## config.mk

```make
export PLATFORM = sky130hd
export DESIGN_NAME = axi4_stream_upsizer
export DESIGN_NICKNAME = d
export VERILOG_FILES = /design/src/rtl/axi4_stream_upsizer_pkg.sv /design/src/rtl/axi4_stream_reg_slice.sv /design/src/rtl/axi4_stream_upsizer.sv
export SDC_FILE = /design/constraint.sdc
export NUM_CORES = 1
export LEC_CHECK = 0
export CAP_MARGIN = 0
export CORE_UTILIZATION = 39
export DETAILED_ROUTE_END_ITERATION = 8
export PLACE_DENSITY = 0.7
export SYNTH_ARGS = -nofsm -noshare
export SYNTH_HDL_FRONTEND = slang
export SYNTH_SLANG_ARGS = --single-unit
```

## constraint.sdc

```tcl
create_clock -name ACLK -period 2.65 [get_ports ACLK]
set_input_delay 0.3975 -clock ACLK [delete_from_list [all_inputs] [get_ports ACLK]]
set_output_delay 0.3975 -clock ACLK [all_outputs]
set_load 0.02 [all_outputs]
```

## src/rtl/axi4_stream_upsizer_pkg.sv

```systemverilog
// Shared widths and word type for the AXI4-Stream upsizer.
// Defaults describe the 8-bit to 32-bit configuration.
`timescale 1ns/1ps
package axi4_stream_upsizer_pkg;

    localparam int UP_DW     = 8;
    localparam int UP_RATIO  = 4;
    localparam int UP_OUT_W  = UP_DW * UP_RATIO;
    localparam int UP_KEEP_W = UP_OUT_W / 8;
    localparam int UP_CNT_W  = $clog2(UP_RATIO);

    typedef struct packed {
        logic [UP_OUT_W-1:0]  data;
        logic [UP_KEEP_W-1:0] keep;
        logic                 last;
    } up_word_t;

    function automatic int keep_width(input int dw, input int ratio);
        return dw * ratio / 8;
    endfunction

endpackage

```

## src/rtl/axi4_stream_reg_slice.sv

```systemverilog
// One-entry valid/ready register; reloads in the same cycle it drains.
`timescale 1ns/1ps
module axi4_stream_reg_slice #(
    parameter int W = 8
) (
    input  logic         clk,
    input  logic         rst_n,
    input  logic         in_valid,
    output logic         in_ready,
    input  logic [W-1:0] in_data,
    output logic         out_valid,
    input  logic         out_ready,
    output logic [W-1:0] out_data
);

    assign in_ready = !out_valid | out_ready;

    always_ff @(posedge clk) begin
        if (!rst_n) begin
            out_valid <= 1'b0;
            out_data  <= '0;
        end else if (in_valid && in_ready) begin
            out_valid <= 1'b1;
            out_data  <= in_data;
        end else if (out_ready) begin
            out_valid <= 1'b0;
        end
    end

endmodule

```

## src/rtl/axi4_stream_upsizer.sv

```systemverilog
// Packs RATIO narrow AXI4-Stream beats into one wide word;
// TLAST closes a word early with TKEEP marking the filled lanes.
`timescale 1ns/1ps
module axi4_stream_upsizer
    import axi4_stream_upsizer_pkg::*;
#(
    parameter int DW    = UP_DW,
    parameter int RATIO = UP_RATIO
) (
    input  logic                        ACLK,
    input  logic                        ARESETn,
    input  logic                        s_axis_TVALID,
    output logic                        s_axis_TREADY,
    input  logic [DW-1:0]               s_axis_TDATA,
    input  logic                        s_axis_TLAST,
    output logic                        m_axis_TVALID,
    input  logic                        m_axis_TREADY,
    output logic [DW*RATIO-1:0]         m_axis_TDATA,
    output logic [keep_width(DW,RATIO)-1:0] m_axis_TKEEP,
    output logic                        m_axis_TLAST
);

    localparam int OW = DW * RATIO;
    localparam int KW = keep_width(DW, RATIO);
    localparam int LK = DW / 8;
    localparam int CW = (RATIO > 1) ? $clog2(RATIO) : 1;
    localparam int SW = OW + KW + 1;

    logic [CW-1:0] cnt;
    logic [OW-1:0] acc_data;
    logic [KW-1:0] acc_keep;
    logic [OW-1:0] nxt_data;
    logic [KW-1:0] nxt_keep;
    logic          s_hs;
    logic          done;
    logic          slice_ready;
    logic [SW-1:0] slice_out;

    assign s_axis_TREADY = ARESETn & slice_ready;
    assign s_hs = s_axis_TVALID & s_axis_TREADY;
    assign done = s_hs & ((cnt == CW'(RATIO - 1)) | s_axis_TLAST);

    // Lanes above cnt are always zero in the accumulator, so a
    // partial word leaves its unused lanes at TDATA=0, TKEEP=0.
    always_comb begin
        nxt_data = acc_data;
        nxt_keep = acc_keep;
        nxt_data[cnt*DW +: DW] = s_axis_TDATA;
        nxt_keep[cnt*LK +: LK] = '1;
    end

    always_ff @(posedge ACLK) begin
        if (!ARESETn) begin
            cnt      <= '0;
            acc_data <= '0;
            acc_keep <= '0;
        end else if (done) begin
            cnt      <= '0;
            acc_data <= '0;
            acc_keep <= '0;
        end else if (s_hs) begin
            cnt      <= cnt + 1'b1;
            acc_data <= nxt_data;
            acc_keep <= nxt_keep;
        end
    end

    axi4_stream_reg_slice #(
        .W(SW)
    ) u_out (
        .clk       (ACLK),
        .rst_n     (ARESETn),
        .in_valid  (done),
        .in_ready  (slice_ready),
        .in_data   ({nxt_data, nxt_keep, s_axis_TLAST}),
        .out_valid (m_axis_TVALID),
        .out_ready (m_axis_TREADY),
        .out_data  (slice_out)
    );

    assign {m_axis_TDATA, m_axis_TKEEP, m_axis_TLAST} = slice_out;

endmodule
```

## After elaboration in Yosys (flattened, before gate mapping)

Index checks and enable logic that the tools add are counted.

| operators by class | value |
|---|---|
| $add $sub $neg | 3 |
| equal/unequal tests | 1 |
| shift operators | 4 |
| mux-type cells | 4 |
| bitwise logic cells | 6 |
| reductions and logical operators | 4 |

Operators by type and width:

| cell | number |
|---|---|
| negator 2 -> 34 bit | 1 |
| negator 5 -> 34 bit | 1 |
| variable shift 1 x 34 -> 4 bit (first input constant) | 1 |
| variable shift 8 x 34 -> 32 bit (first input constant) | 1 |
| variable part select 1 x 34 -> 4 bit (first input constant) | 1 |
| variable part select 8 x 34 -> 32 bit | 1 |
| bitwise mux 32 bit | 1 |
| bitwise mux 4 bit | 1 |
| AND 1 bit | 3 |
| adder 2 x 1 -> 2 bit (second input constant) | 1 |
| equality test 2 bit (second input constant) | 1 |
| 2-to-1 mux 1 bit | 2 |
| bitwise OR 1 bit | 2 |
| nonzero test 2 bit | 1 |
| OR reduction 2 bit | 1 |
| logical AND 1 bit | 1 |
| logical NOT 1 bit | 1 |
| inverter 1 bit | 1 |

| word-level totals | value |
|---|---|
| bits in registers | 76 |
| bits of input ports | 13 |
| output and inout bits | 39 |
| word-level logic and storage cells | 27 |

## Longest topological paths before layout

| logic depth | value |
|---|---|
| word-level depth | 7 |
| gate-level depth with buffers | 8 |
| gate-level depth less buffers | 6 |

## Modules after synthesis

From an unflattened synthesis, not the netlist that was laid out.

| second synthesis, totals | value |
|---|---|
| cell total of the unflattened synthesis | 386 |
| area, all modules | 3,457.1 um^2 |

Modules (own cells, without submodules):

| module | times used | cells each | area each (um^2) | sequential area each (um^2) |
|---|---|---|---|---|
| axi4_stream_upsizer | 1 | 221 | 1,899.3 | 760.7 |
| axi4_stream_reg_slice | 1 | 165 | 1,557.7 | 760.7 |

## Worst setup path before layout

No wires, ideal clock.

| timing | value |
|---|---|
| kind | reg2reg |
| start point | register cnt[0] |
| end point | register acc_data[31] |
| setup time | 0.065 ns |
| arrival | 1.849 ns |
| data required time | 2.585 ns |
| setup slack | 0.736 ns |
| cell stages (with the launch flop) | 9 |
| path buffers | 2 |
| period minus slack after synthesis | 1.914 ns |
| cell sequence | dfxtp_1 inv_1 ha_1 nor4bb_1 buf_2 and3_1 clkbuf_1 a22oi_1 nor2_1 |

| between the ends | value |
|---|---|
| longest elaborated chain between the ends | 4 |
| elaborated cells on any way between the ends | 8 |
| classes of those cells | 1 x add/sub; 1 x eq/ne; 2 x shift; 1 x mux; 2 x bitwise; 1 x reduce/logical |

RTL lines:

| element | line | source |
|---|---|---|
| start: declaration | axi4_stream_upsizer.sv:29 | `logic [CW-1:0] cnt;` |
| start signal: assignment | axi4_stream_upsizer.sv:62 | `cnt <= cnt + 1'b1;` |
| parallel branches: the longest is 4 deep, another holds negator 5 -> 34 bit | n/a |  |
| end signal: assignment | axi4_stream_upsizer.sv:63 | `acc_data <= nxt_data;` |
| end: declaration | axi4_stream_upsizer.sv:30 | `logic [OW-1:0] acc_data;` |

Several ways; the timed one is not identified.
A chain may end at the register's enable or synchronous reset.

## Worst setup path in the final report

| timing | value |
|---|---|
| start point | input port m_axis_TREADY |
| end point | output port s_axis_TREADY |

| between the ends | value |
|---|---|
| longest elaborated chain between the ends | 2 |

RTL lines:

| element | line | source |
|---|---|---|
| start: declaration | axi4_stream_upsizer.sv:17 | `input logic m_axis_TREADY,` |
| bitwise OR 1 bit | axi4_stream_reg_slice.sv:16 | `assign in_ready = !out_valid \| out_ready;` |
| AND 1 bit | axi4_stream_upsizer.sv:39 | `assign s_axis_TREADY = ARESETn & slice_ready;` |
| end: declaration | axi4_stream_upsizer.sv:13 | `output logic s_axis_TREADY,` |

Every way passes these cells.

==> impl_results.md <==
- Crit-path max FO: 2
- Mapped Cells: 386
- # fillers: 798
- Residual DRC: 0
- CTS Root Cell: clkbuf_8
- Htree depth: 3
- Syn_nets: 404
- Ys Warns: 0
- Critical Path Source: m_axis_TREADY
- Post-DP HPWL: 5.133 mm
- Finish-stage setup viols: 0
- GP Congestion: 0.8206
- Final worst setup slack: 0.4466 ns
- Synth top area share: 46.61%
- Vias per std cell: 5.372
- Max IR drop VDD: 0.1921 mV
- Cell Pwr Density: approximately 600 nW/um^2
- Wire length of the first global-routing pass: 12.85 mm
- Post-Place Setup Slack: 0.4445 ns
- Die width: 93.49 microns
- Max Buffers Root-to-Sink: 2
- Reg-to-Reg End: acc_data[26]
- Number of synthesized register bits: 76
- Total gr overflow: 0
- Max-Cap Viols: 0
- Most numerous cell in the Yosys netlist: dfxtp_1
- Setup clock skew after layout: 0.01089 ns
- Post-synthesis sequential area ratio: 46.61%
- FF/Latch Area: ~1500 sq um
- Post-CTS sizing: 0
- Area leader, netlist: dfxtp_1
- Final TNS setup: 0 ns
- Fmax: 453.8 MHz
- Layout area overhead: 22.50%
- Port buffer count: 51
- Via Count: 2831
- Hold Violations, Final: 0
- Final Max Slew Viols: 0
- Crit end category: output port
- Post-CTS Repair Setup Buffers: 0
- Row Count: 33
- RSZ-0062 raised after global routing: false
- Clk_lat worst skew: between 0.3 and 0.4 ns
- Worst r2r src: cnt[0]
- CTS tree: yes
- Top cells by area in the synthesized netlist: dfxtp_1 47%, a21oi_1 11%, nor2b_1 6.5%, o211a_1 3.7%, nand2_1 3.4%
- Ports: 52
- Hold WC Path Type: flop to flop
- Critical path arrival: 1.81 ns
- Critical path class: input port to output port
- Util after Layout: 48.91%
- Clock slew seen by the registers of the worst setup and hold paths: roughly 0.070 ns
- Core area: 8175 sq um
- Vias in the first global route: ~2.6k
- Post-synthesis cell type count: 31
- Slew headroom: 63.21%
- Tmin final: 2.203 ns
- Detailed-router iteration count before antenna repair: 4
- EDFF count, synth: 0
- Reg2Reg Depth: 7
- Startpoint Class: input port
- Starting density of the core: 39.93%
- Clock sinks: 76
- Post-synth top cells: 76 x dfxtp_1, 72 x a21oi_1, 34 x nor2b_1
- 1st-iter DRT viols: 136
- Gr usage total: approximately a fifth
- Total Nets Final: 436
- Multi-input logic area: 1536 sq um
- ANT nets after route: 0
- Chip height: 93.49 microns
- Post-Route WL: between 7 and 8 mm
- Average size of a mapped cell: 8.457 sq um
- Post-synth ARST share: 0%
- Total clock buffers created by CTS: 9
- Fraction of layout cells with a size suffix above 1: roughly 7.3%
- Mapped cell area: roughly 3300 sq um
- Leak Pwr: 1.511 nW
- Ant. Diodes: 0
- Top_reg_cell synth: dfxtp_1
- Worst Tran Pin Value: ~0.55 ns
- Largest net degree at the start of global routing: 39
- Worst setup endpoint: s_axis_TREADY
- Status: completed
- Final worst-path cycle share: 83.15%
- Hold_buf cts: 0
- Antenna violations before repair: 0
- Die area: 8740 sq um
- CP required: 2.25 ns
- Reg-to-reg slack, setup: 0.47 ns
- Routed len/inst: about 15 microns
==> placed cells by master, fill, tap and decap left out, types with 3 or more instances in the layout <==
cell type,count
clkinv_2,3
clkbuf_8,10
and2_1,5
nor2_1,25
a32oi_1,8
ha_1,5
o211ai_1,8
o21ai_0,19
clkdlybuf4s50_1,51
o211a_1,12
nand3_1,5
nand4_1,18
a21oi_1,72
o21ai_1,5
nand2_1,30
nor2b_1,34
a22oi_1,7
dfxtp_1,76
inv_1,3
buf_4,13
==> per-stage QoR <==
stage | hold slack, ns | instance area, sq um | power, W | cells
after global placement | 0.4330 | 3809 | 0.001525 | 512
after floorplan | 0.4259 | 3264 | 0.001410 | 386
final | 0.4457 | 3999 | 0.002367 | 527
after detailed placement | 0.4398 | 3809 | 0.001531 | 512
after global routing | 0.4672 | 3999 | 0.002477 | 527
after CTS | 0.4500 | 3999 | 0.002395 | 527
==> registers in the layout, summed over array words and instances (netlist names) <==
register,count
cnt,2
acc_keep,4
acc_data,32
u_out.out_data,37
u_out.out_valid,1
==> worst min-delay path by stage <==
stage | depth (start not counted) | endpoint | slack (ns) | startpoint
detailed placement | 2 | acc_data[2] | 0.44 | acc_data[2]
global route | 2 | acc_keep[3] | 0.47 | acc_keep[3]
floorplan | 2 | acc_keep[3] | 0.43 | acc_keep[3]
global placement | 2 | acc_data[4] | 0.43 | acc_data[4]
CTS | 2 | acc_data[2] | 0.45 | acc_data[2]
finish | 2 | acc_data[1] | 0.45 | acc_data[1]
==> final cells by class <==
| class | instances | share of cell area (%) |
|---|---|---|
| Clock inverter | 5 | 1.314 |
| Timing Repair Buffer | 64 | 15.21 |
| Multi-Input combinational cell | 264 | 38.42 |
| Tap cell | 105 | 3.285 |
| Inverter | 3 | 0.2816 |
| Clock buffer | 10 | 3.442 |
| Sequential cell | 76 | 38.05 |
==> critical path, cell delays in order <==
cell and delay (ns):
clkdlybuf4s50_1 0.48, nand2b_1 0.13, and2_1 0.17, clkdlybuf4s50_1 0.63
==> where the power goes <==
part / internal, W / total [W] / switching [W]
Clock: 0.000450 / 0.000862 / 0.000412
Sequential: 0.00118 / 0.00120 / 0.0000195
Combinational: 0.000126 / 0.000308 / 0.000182
==> cell families (layout without fill, tap and decap cells) <==
group | count (synthesis) | after routing | synth area share (%)
and+or+nand+nor | 125 | 125 | 20.39
buffers and inverters | 46 | 82 | 6.440
DFF | 76 | 76 | 46.61
AOI/OAI and AO/OA | 133 | 133 | 24.38
xor gates and xnor gates | 1 | 1 | 0.2684
adders and majority gates | 5 | 5 | 1.916
==> layer usage <==
| layer | wire length, microns | global-route usage [%] | share of wire [%] | up-vias |
|---|---|---|---|---|
| li1 | - | - | - | 1419 |
| met1 | 3509 | 24.14 | 44 | 1340 |
| met2 | 3882 | 31.80 | 49 | 65 |
| met3 | 417 | 4.715 | 5.3 | 7 |
| met4 | 96 | 6.795 | 1.2 | 0 |
| met5 | 0 | 0 | 0 | - |
No activity file was read; power rests on OpenSTA's default activity.
